File: src/rtl/hazard_fwd_scoreboard_pkg.sv
// Shared types for the ID-stage hazard/forwarding scoreboard: forwarding-source codes
// and the shadow-pipe entry layout.
package hazard_pkg;

  typedef enum logic [1:0] {
    FWD_RF  = 2'b00,
    FWD_EX  = 2'b01,
    FWD_MEM = 2'b10,
    FWD_WB  = 2'b11
  } fwd_sel_e;

  // rd is stored zero-extended so one entry type serves any REG_AW up to this width
  localparam int unsigned RD_MAX_W = 8;

  typedef struct packed {
    logic                v;
    logic [RD_MAX_W-1:0] rd;
    logic                rf_en;
    logic                load;
  } shadow_t;

endpackage

File: src/rtl/hazard_fwd_scoreboard_if.sv
// ID-stage decode/flush inputs and forwarding/stall outputs of the hazard scoreboard.
interface hazard_fwd_scoreboard_if #(
  parameter int unsigned NUM_SRC = 3,
  parameter int unsigned REG_AW  = 4
);
  logic                        flush;
  logic                        id_valid;
  logic [REG_AW-1:0]           id_rd;
  logic                        id_rf_en;
  logic                        id_load;
  logic [NUM_SRC*REG_AW-1:0]   id_src;
  logic [NUM_SRC-1:0]          id_src_used;
  logic [2*NUM_SRC-1:0]        fwd_sel;
  logic                        stall;
  logic                        bubble;
  logic                        mem_load_fwd;

  modport master (
    output flush, id_valid, id_rd, id_rf_en, id_load, id_src, id_src_used,
    input  fwd_sel, stall, bubble, mem_load_fwd
  );

  modport slave (
    input  flush, id_valid, id_rd, id_rf_en, id_load, id_src, id_src_used,
    output fwd_sel, stall, bubble, mem_load_fwd
  );
endinterface

File: src/rtl/hazard_fwd_scoreboard_src_match.sv
// Per-operand matcher: picks the youngest shadow stage writing this source and flags
// a match against a load whose data is not yet forwardable.
module hazard_src_match
  import hazard_pkg::*;
#(
  parameter int unsigned REG_AW     = 4,
  parameter int unsigned NO_FWD_REG = 15,
  parameter int unsigned LOAD_LAT   = 1
) (
  input  shadow_t           ex,
  input  shadow_t           mem,
  input  shadow_t           wb,
  input  logic [REG_AW-1:0] src,
  input  logic              used,
  output logic [1:0]        fwd_sel,
  output logic              load_hit
);

  logic [RD_MAX_W-1:0] src_x;
  logic                eligible;
  logic                m_ex, m_mem, m_wb;

  assign src_x    = RD_MAX_W'(src);
  assign eligible = used & (src != REG_AW'(NO_FWD_REG));
  assign m_ex     = eligible & ex.v  & ex.rf_en  & (ex.rd  == src_x);
  assign m_mem    = eligible & mem.v & mem.rf_en & (mem.rd == src_x);
  assign m_wb     = eligible & wb.v  & wb.rf_en  & (wb.rd  == src_x);

  always_comb begin
    fwd_sel = FWD_RF;
    if (m_ex)       fwd_sel = FWD_EX;
    else if (m_mem) fwd_sel = FWD_MEM;
    else if (m_wb)  fwd_sel = FWD_WB;
  end

  // A stage k steps past EX still holds unready load data while k < LOAD_LAT
  assign load_hit = (m_ex  & ex.load  & (LOAD_LAT >= 1))
                  | (m_mem & mem.load & (LOAD_LAT >= 2))
                  | (m_wb  & wb.load  & (LOAD_LAT >= 3));

endmodule

File: src/rtl/hazard_fwd_scoreboard.sv
// ID-stage forwarding selector and load-use stall generator with its own EX/MEM/WB
// shadow pipe. Optional perf counters via `define HAZ_PERF_CNT_EN.
module hazard_fwd_scoreboard
  import hazard_pkg::*;
#(
  parameter int unsigned NUM_SRC    = 3,
  parameter int unsigned REG_AW     = 4,
  parameter int unsigned LOAD_LAT   = 1,
  parameter int unsigned NO_FWD_REG = 15
) (
  input  logic                   clk,
  input  logic                   reset,
  hazard_fwd_scoreboard_if.slave bus
`ifdef HAZ_PERF_CNT_EN
  ,
  output logic [31:0]            stall_cnt,
  output logic [31:0]            fwd_cnt
`endif
);

  shadow_t                ex_q, mem_q, wb_q;
  shadow_t                id_entry;
  logic [NUM_SRC-1:0]     load_hit;
  logic [2*NUM_SRC-1:0]   fwd_sel_w;
  logic                   stall_w;
  logic                   issue;

  always_comb begin
    id_entry       = '0;
    id_entry.v     = 1'b1;
    id_entry.rd    = RD_MAX_W'(bus.id_rd);
    id_entry.rf_en = bus.id_rf_en;
    id_entry.load  = bus.id_load;
  end

  assign issue = bus.id_valid & ~stall_w & ~bus.flush;

  // Downstream stages always advance; a stalled or flushed ID inserts a bubble into EX
  always_ff @(posedge clk) begin
    if (reset) begin
      ex_q  <= '0;
      mem_q <= '0;
      wb_q  <= '0;
    end else begin
      wb_q  <= mem_q;
      mem_q <= ex_q;
      ex_q  <= issue ? id_entry : '0;
    end
  end

  for (genvar i = 0; i < NUM_SRC; i++) begin : g_src
    hazard_src_match #(
      .REG_AW    (REG_AW),
      .NO_FWD_REG(NO_FWD_REG),
      .LOAD_LAT  (LOAD_LAT)
    ) u_match (
      .ex      (ex_q),
      .mem     (mem_q),
      .wb      (wb_q),
      .src     (bus.id_src[i*REG_AW +: REG_AW]),
      .used    (bus.id_src_used[i]),
      .fwd_sel (fwd_sel_w[2*i +: 2]),
      .load_hit(load_hit[i])
    );
  end

  assign stall_w          = bus.id_valid & ~bus.flush & (|load_hit);
  assign bus.stall        = stall_w;
  assign bus.bubble       = stall_w;
  assign bus.fwd_sel      = fwd_sel_w;
  assign bus.mem_load_fwd = mem_q.v & mem_q.load;

`ifdef HAZ_PERF_CNT_EN
  always_ff @(posedge clk) begin
    if (reset) begin
      stall_cnt <= '0;
      fwd_cnt   <= '0;
    end else begin
      if (stall_w && (stall_cnt != '1))    stall_cnt <= stall_cnt + 32'd1;
      if ((|fwd_sel_w) && (fwd_cnt != '1)) fwd_cnt   <= fwd_cnt + 32'd1;
    end
  end
`endif

endmodule

File: src/flat_wrapper.sv
// flat-port wrapper written by rule: the top's interface ports become plain ports
module hazard_fwd_scoreboard_flat import hazard_pkg::*;
#(
  parameter int unsigned NUM_SRC    = 3,
  parameter int unsigned REG_AW     = 4,
  parameter int unsigned LOAD_LAT   = 1,
  parameter int unsigned NO_FWD_REG = 15
)
  (clk, reset, bus_flush, bus_id_valid, bus_id_rd, bus_id_rf_en, bus_id_load, bus_id_src, bus_id_src_used, bus_fwd_sel, bus_stall, bus_bubble, bus_mem_load_fwd);
  hazard_fwd_scoreboard_if #(.NUM_SRC(NUM_SRC), .REG_AW(REG_AW)) bus_i ();
  input  logic clk;
  input  logic reset;
  input wire logic [$bits(bus_i.flush)-1:0] bus_flush;
  input wire logic [$bits(bus_i.id_valid)-1:0] bus_id_valid;
  input wire logic [$bits(bus_i.id_rd)-1:0] bus_id_rd;
  input wire logic [$bits(bus_i.id_rf_en)-1:0] bus_id_rf_en;
  input wire logic [$bits(bus_i.id_load)-1:0] bus_id_load;
  input wire logic [$bits(bus_i.id_src)-1:0] bus_id_src;
  input wire logic [$bits(bus_i.id_src_used)-1:0] bus_id_src_used;
  output wire logic [$bits(bus_i.fwd_sel)-1:0] bus_fwd_sel;
  output wire logic [$bits(bus_i.stall)-1:0] bus_stall;
  output wire logic [$bits(bus_i.bubble)-1:0] bus_bubble;
  output wire logic [$bits(bus_i.mem_load_fwd)-1:0] bus_mem_load_fwd;
  assign bus_i.flush = bus_flush;
  assign bus_i.id_valid = bus_id_valid;
  assign bus_i.id_rd = bus_id_rd;
  assign bus_i.id_rf_en = bus_id_rf_en;
  assign bus_i.id_load = bus_id_load;
  assign bus_i.id_src = bus_id_src;
  assign bus_i.id_src_used = bus_id_src_used;
  assign bus_fwd_sel = bus_i.fwd_sel;
  assign bus_stall = bus_i.stall;
  assign bus_bubble = bus_i.bubble;
  assign bus_mem_load_fwd = bus_i.mem_load_fwd;
  hazard_fwd_scoreboard #(.NUM_SRC(NUM_SRC), .REG_AW(REG_AW), .LOAD_LAT(LOAD_LAT), .NO_FWD_REG(NO_FWD_REG)) u_core (.clk(clk), .reset(reset), .bus(bus_i));
endmodule
File: config.mk
export PLATFORM = sky130hd
export DESIGN_NAME = hazard_fwd_scoreboard_flat
export DESIGN_NICKNAME = d
export VERILOG_FILES = /design/src/rtl/hazard_fwd_scoreboard_pkg.sv /design/src/rtl/hazard_fwd_scoreboard_if.sv /design/src/rtl/hazard_fwd_scoreboard_src_match.sv /design/src/rtl/hazard_fwd_scoreboard.sv /design/src/flat_wrapper.sv
export SDC_FILE = /design/constraint.sdc
export NUM_CORES = 1
export LEC_CHECK = 0
export BUFFER_PORTS_ARGS = -buffer_cell sky130_fd_sc_hd__buf_2
export CORE_ASPECT_RATIO = 1.2
export CORE_MARGIN = 4
export CORE_UTILIZATION = 50
export DETAILED_ROUTE_END_ITERATION = 8
export PLACE_DENSITY = 0.77
export SYNTH_ARGS = -nofsm -noshare
export SYNTH_HDL_FRONTEND = slang
export SYNTH_HIERARCHICAL = 1
export SYNTH_SLANG_ARGS = --single-unit
File: constraint.sdc
create_clock -name clk -period 1.9 [get_ports clk]
set_input_delay 0.19 -clock clk [delete_from_list [all_inputs] [get_ports clk]]
set_output_delay 0.19 -clock clk [all_outputs]
set_load 0.005 [all_outputs]
# Yosys cells after proc, flatten, opt, wreduce, memory -nomap -nowiden
# Cells that the tools add are included.
# classes
bitwise_logic	41
n_eq_ne	12
n_reduce_logical	2
mux	10
# ops
operator	count
$eq A8 B4 Y1	9
$and A1 B1 Y1	38
$mux W2	9
$ne A4 B4 Y1 const B	3
$mux W11	1
$not A1 Y1	3
$reduce_or A3 Y1	1
$reduce_or A2 Y1	1
# totals
output_inout_bits	9
input_bits	25
regBits	32

# Logic depth before layout (Yosys ltp)
# logic_depth
ltp_word	13
mapped_depth	8
depth_no_buf	6

# Cells and area by module
# The synthesis kept the hierarchy.
# modules_own_cells
mod	cells_per_inst	area_each_um2	n_inst
hazard_fwd_scoreboard	58	684.4	1
hazard_src_match	30	215.2	3

# Worst setup path after synthesis
# No wires, ideal clock.
# synth_path
path_type	flip-flop to output port
start	register u_core/ex_q[4] (netlist name)
end	output bus_stall
path_stages_with_launch	9
n_path_buf	2
arrival_time_ns	1.564
slack_ns	0.146
path_cell_list	dfxtp_1 xnor2_1 nand4_1 nor3_1 and2_1 or3_4 buf_6 nor2b_1 buf_4
# synth_via
elab_chain_cells	5
word_cells_on_any_way	11
# synth_rtl
item	line	source
start, declared	hazard_fwd_scoreboard.sv:21	shadow_t ex_q, mem_q, wb_q;
start signal, assigned	hazard_fwd_scoreboard.sv:47	ex_q <= issue ? id_entry : '0;
$eq A8 B4 Y1	hazard_fwd_scoreboard_src_match.sv:25	assign m_ex = eligible & ex.v & ex.rf_en & (ex.rd == src_x);
$and A1 B1 Y1	hazard_fwd_scoreboard_src_match.sv:25	
$and A1 B1 Y1	hazard_fwd_scoreboard_src_match.sv:37	assign load_hit = (m_ex & ex.load & (LOAD_LAT >= 1))
net u_core.load_hit[2]	hazard_fwd_scoreboard.sv:23	logic [NUM_SRC-1:0] load_hit;
$reduce_or A3 Y1	hazard_fwd_scoreboard.sv:67	assign stall_w = bus.id_valid & ~bus.flush & (|load_hit);
$and A1 B1 Y1	hazard_fwd_scoreboard.sv:67	
end, declared	flat_wrapper.sv:21	output wire logic [$bits(bus_i.stall)-1:0] bus_stall;
# The timed path passes the listed nets, and every way through them passes these cells.

# Final worst setup path
# layout_path
start	register u_core/ex_q[2] (netlist name)
end	output bus_stall
# Same word-level chain as after synthesis.

==> impl_results.md <==
- Register area: 423 um2
- Metal3 WL: 187 um
- Fmax: 513 MHz
- Max IR drop VDD: 475 uV
- TritonCTS clock tree: done
- Latest clock arrival within the worst-skew pair: 0.30 ns
- Crit path max-delay family: simple AND/OR/NAND/NOR gates
- Final Util: 68.7%
- Largest net degree at the start of global routing: 21
- Status: complete, but fails checks
- WHS: 0.109 ns
- Layout area overhead: 33.1%
- Antenna violations before repair: 0
- Fin Setup TNS: -0.0986 ns
- Area occupied by multi-input gates: 1020 um2
- CTS root buf: clkbuf_4
- Crit-path max cell delay: 0.38 ns
- Placed Cells: 244
- Nets: 243
- Routed Wire Length: 3.11 mm
- Final WS setup: -0.0494 ns
- Remaining Overflow, GRT: 0
- Core Region: 2530 um2
- Die Wd: 54.6 um
- Static leakage: 0.706 nW
- CP bufs+invs: 1
- Hold_buf cts: 0
- Max clock buf depth: 2
- Post-route DRC violation count: 0
- Kind of critical path: reg -> out
- # setup viols final: 2
- Design area: 1740 um2
- DR WL/cell: 12.4 um
- Warnings, synthesis: 6
- Metal-1 WL: 1.23 mm
- Rel. slew slack: 65.4%
- Worst path slowest cell: dfxtp_4
- First-pass GRT wire length: 4.99 mm
- Hold Vio Cnt, Final: 0
- Final Cycle Share: 103%
- Power Dens Cells: 476 nW/um2
- Die area: 3490 um2
- Stages on worst setup path: 7
- WP data required: 1.71 ns
- Syn Area/Cell: 8.93 um2
- CP startpoint kind: flip-flop
- Non-Filler Instances: 250
- Crit Path Max Fanout: 4
- RSZ-0062 raised after global routing: true
- Cells on worst reg2reg path: 7
- Max-cap violations: 0
- Clock sink count: 20
- Post-Syn Area: 1300 um2
- DP Worst Slack: 0.190 ns
- Layout fillers: 204
- Vias in the first global route: 1,213
- CP endpoint kind: output port
- Die height: 63.9 um
- Vias post-DR: 1,223
- Initial Util: 51.6%
- Final min period: 1.95 ns
- Worst-path clk slew: 0.10 ns
- Worst Tran Pin Value: 0.519 ns
- Via/cell ratio: 4.89
- Share of cells above drive strength 1: 30.9%
- I/O Buffers: 33
- Pins over their slew limit: 0
- 1st-iter DRT viols: 40
- Metal2 WL: 1.63 mm
- Site Rows: 20
- Worst hold path type: in -> reg
- Detailed placement HPWL: 2.59 mm
- I/O pin total: 34
- Failing checks: setup timing
- Highest metal used: met4
- Detail Route Antenna Nets: 0
- First-pass DRT Iterations: 4
- Placed Area: 1630 um2
- Hold path cells: 3
- # diodes: 0
- Cells after synthesis: 146
- Layout Skew: 0.00195 ns
- H-Tree Depth: 1
- RePlAce Congestion: 0.969
- Total Routing Usage GR: 19.5%
- WP data arrival: 1.76 ns
- Overall power: 0.826 mW
- TritonCTS buffer count: 3
- Worst-path cell chain: xnor2_2, nand4_1, nor3_2, and2_1, or3_4, nor2b_4, buf_2
-- where the power goes --
part           switching, mW  internal [mW]  leakage, nW
logic                 0.0818         0.0667        0.517
clock network          0.127          0.117       0.0210
registers             0.0101          0.424        0.168
total                  0.219          0.607        0.706
-- placed cells by master, fill, tap and decap left out, types with 2 or more instances in the layout --
cell type	count
inv_1	6
conb_1	36
a21oi_1	2
and2_1	4
a21o_1	3
nand4_1	12
dfxtp_4	4
xnor2_2	2
nor3_1	5
nand3_1	9
buf_2	33
nand2_1	3
or3_1	6
nor2b_1	13
dfxtp_1	10
buf_4	4
nor4_2	8
xnor2_1	34
nor3_2	2
nor4_1	6
clkbuf_4	3
dfxtp_2	6
-- path summary, 6_finish.rpt --
path                endpoint      startpoint  slack, ns
min           u_core/ex_q[2]    bus_id_rd[0]       0.11
max reg2reg   u_core/ex_q[3]  u_core/ex_q[2]       0.24
max                bus_stall  u_core/ex_q[2]      -0.05
min reg2reg  u_core/mem_q[0]  u_core/ex_q[0]       0.50
-- registers in the layout, indices dropped and copies added (netlist names) --
signal	count
u_core/ex_q	7
u_core/mem_q	7
u_core/wb_q	6
-- layer usage --
metal,vias to the layer above,global-route usage (%)
met5,-,0
met4,0,8.10
met3,7,2.80
met2,36,34.6
met1,562,21.9
li1,618,-
-- worst reg2reg max path, cell delays in order, from the launching register on --
cell and delay (ns):
dfxtp_4 0.38, xnor2_2 0.13, nand4_1 0.10, nor3_2 0.06, and2_1 0.13, or3_4 0.38, buf_4 0.18, nor4_2 0.20
-- repair_timing --
action | in CTS | in global routing
setup endpoints to repair | 6 | 8
pin swaps | 6 | 1
setup buffers | 2 | 0
endpoints found under the hold margin | 0 | 0
resized for setup | 14 | 7
-- layout make-up --
cell class,instances,share of cell area [%]
flip-flops and latches,20,24.4
multi-input cells,150,58.6
well taps,33,2.38
clock buffers,4,2.09
repair buffers,37,11.2
inverters,6,1.30
Power figures use the tool's default switching activity.
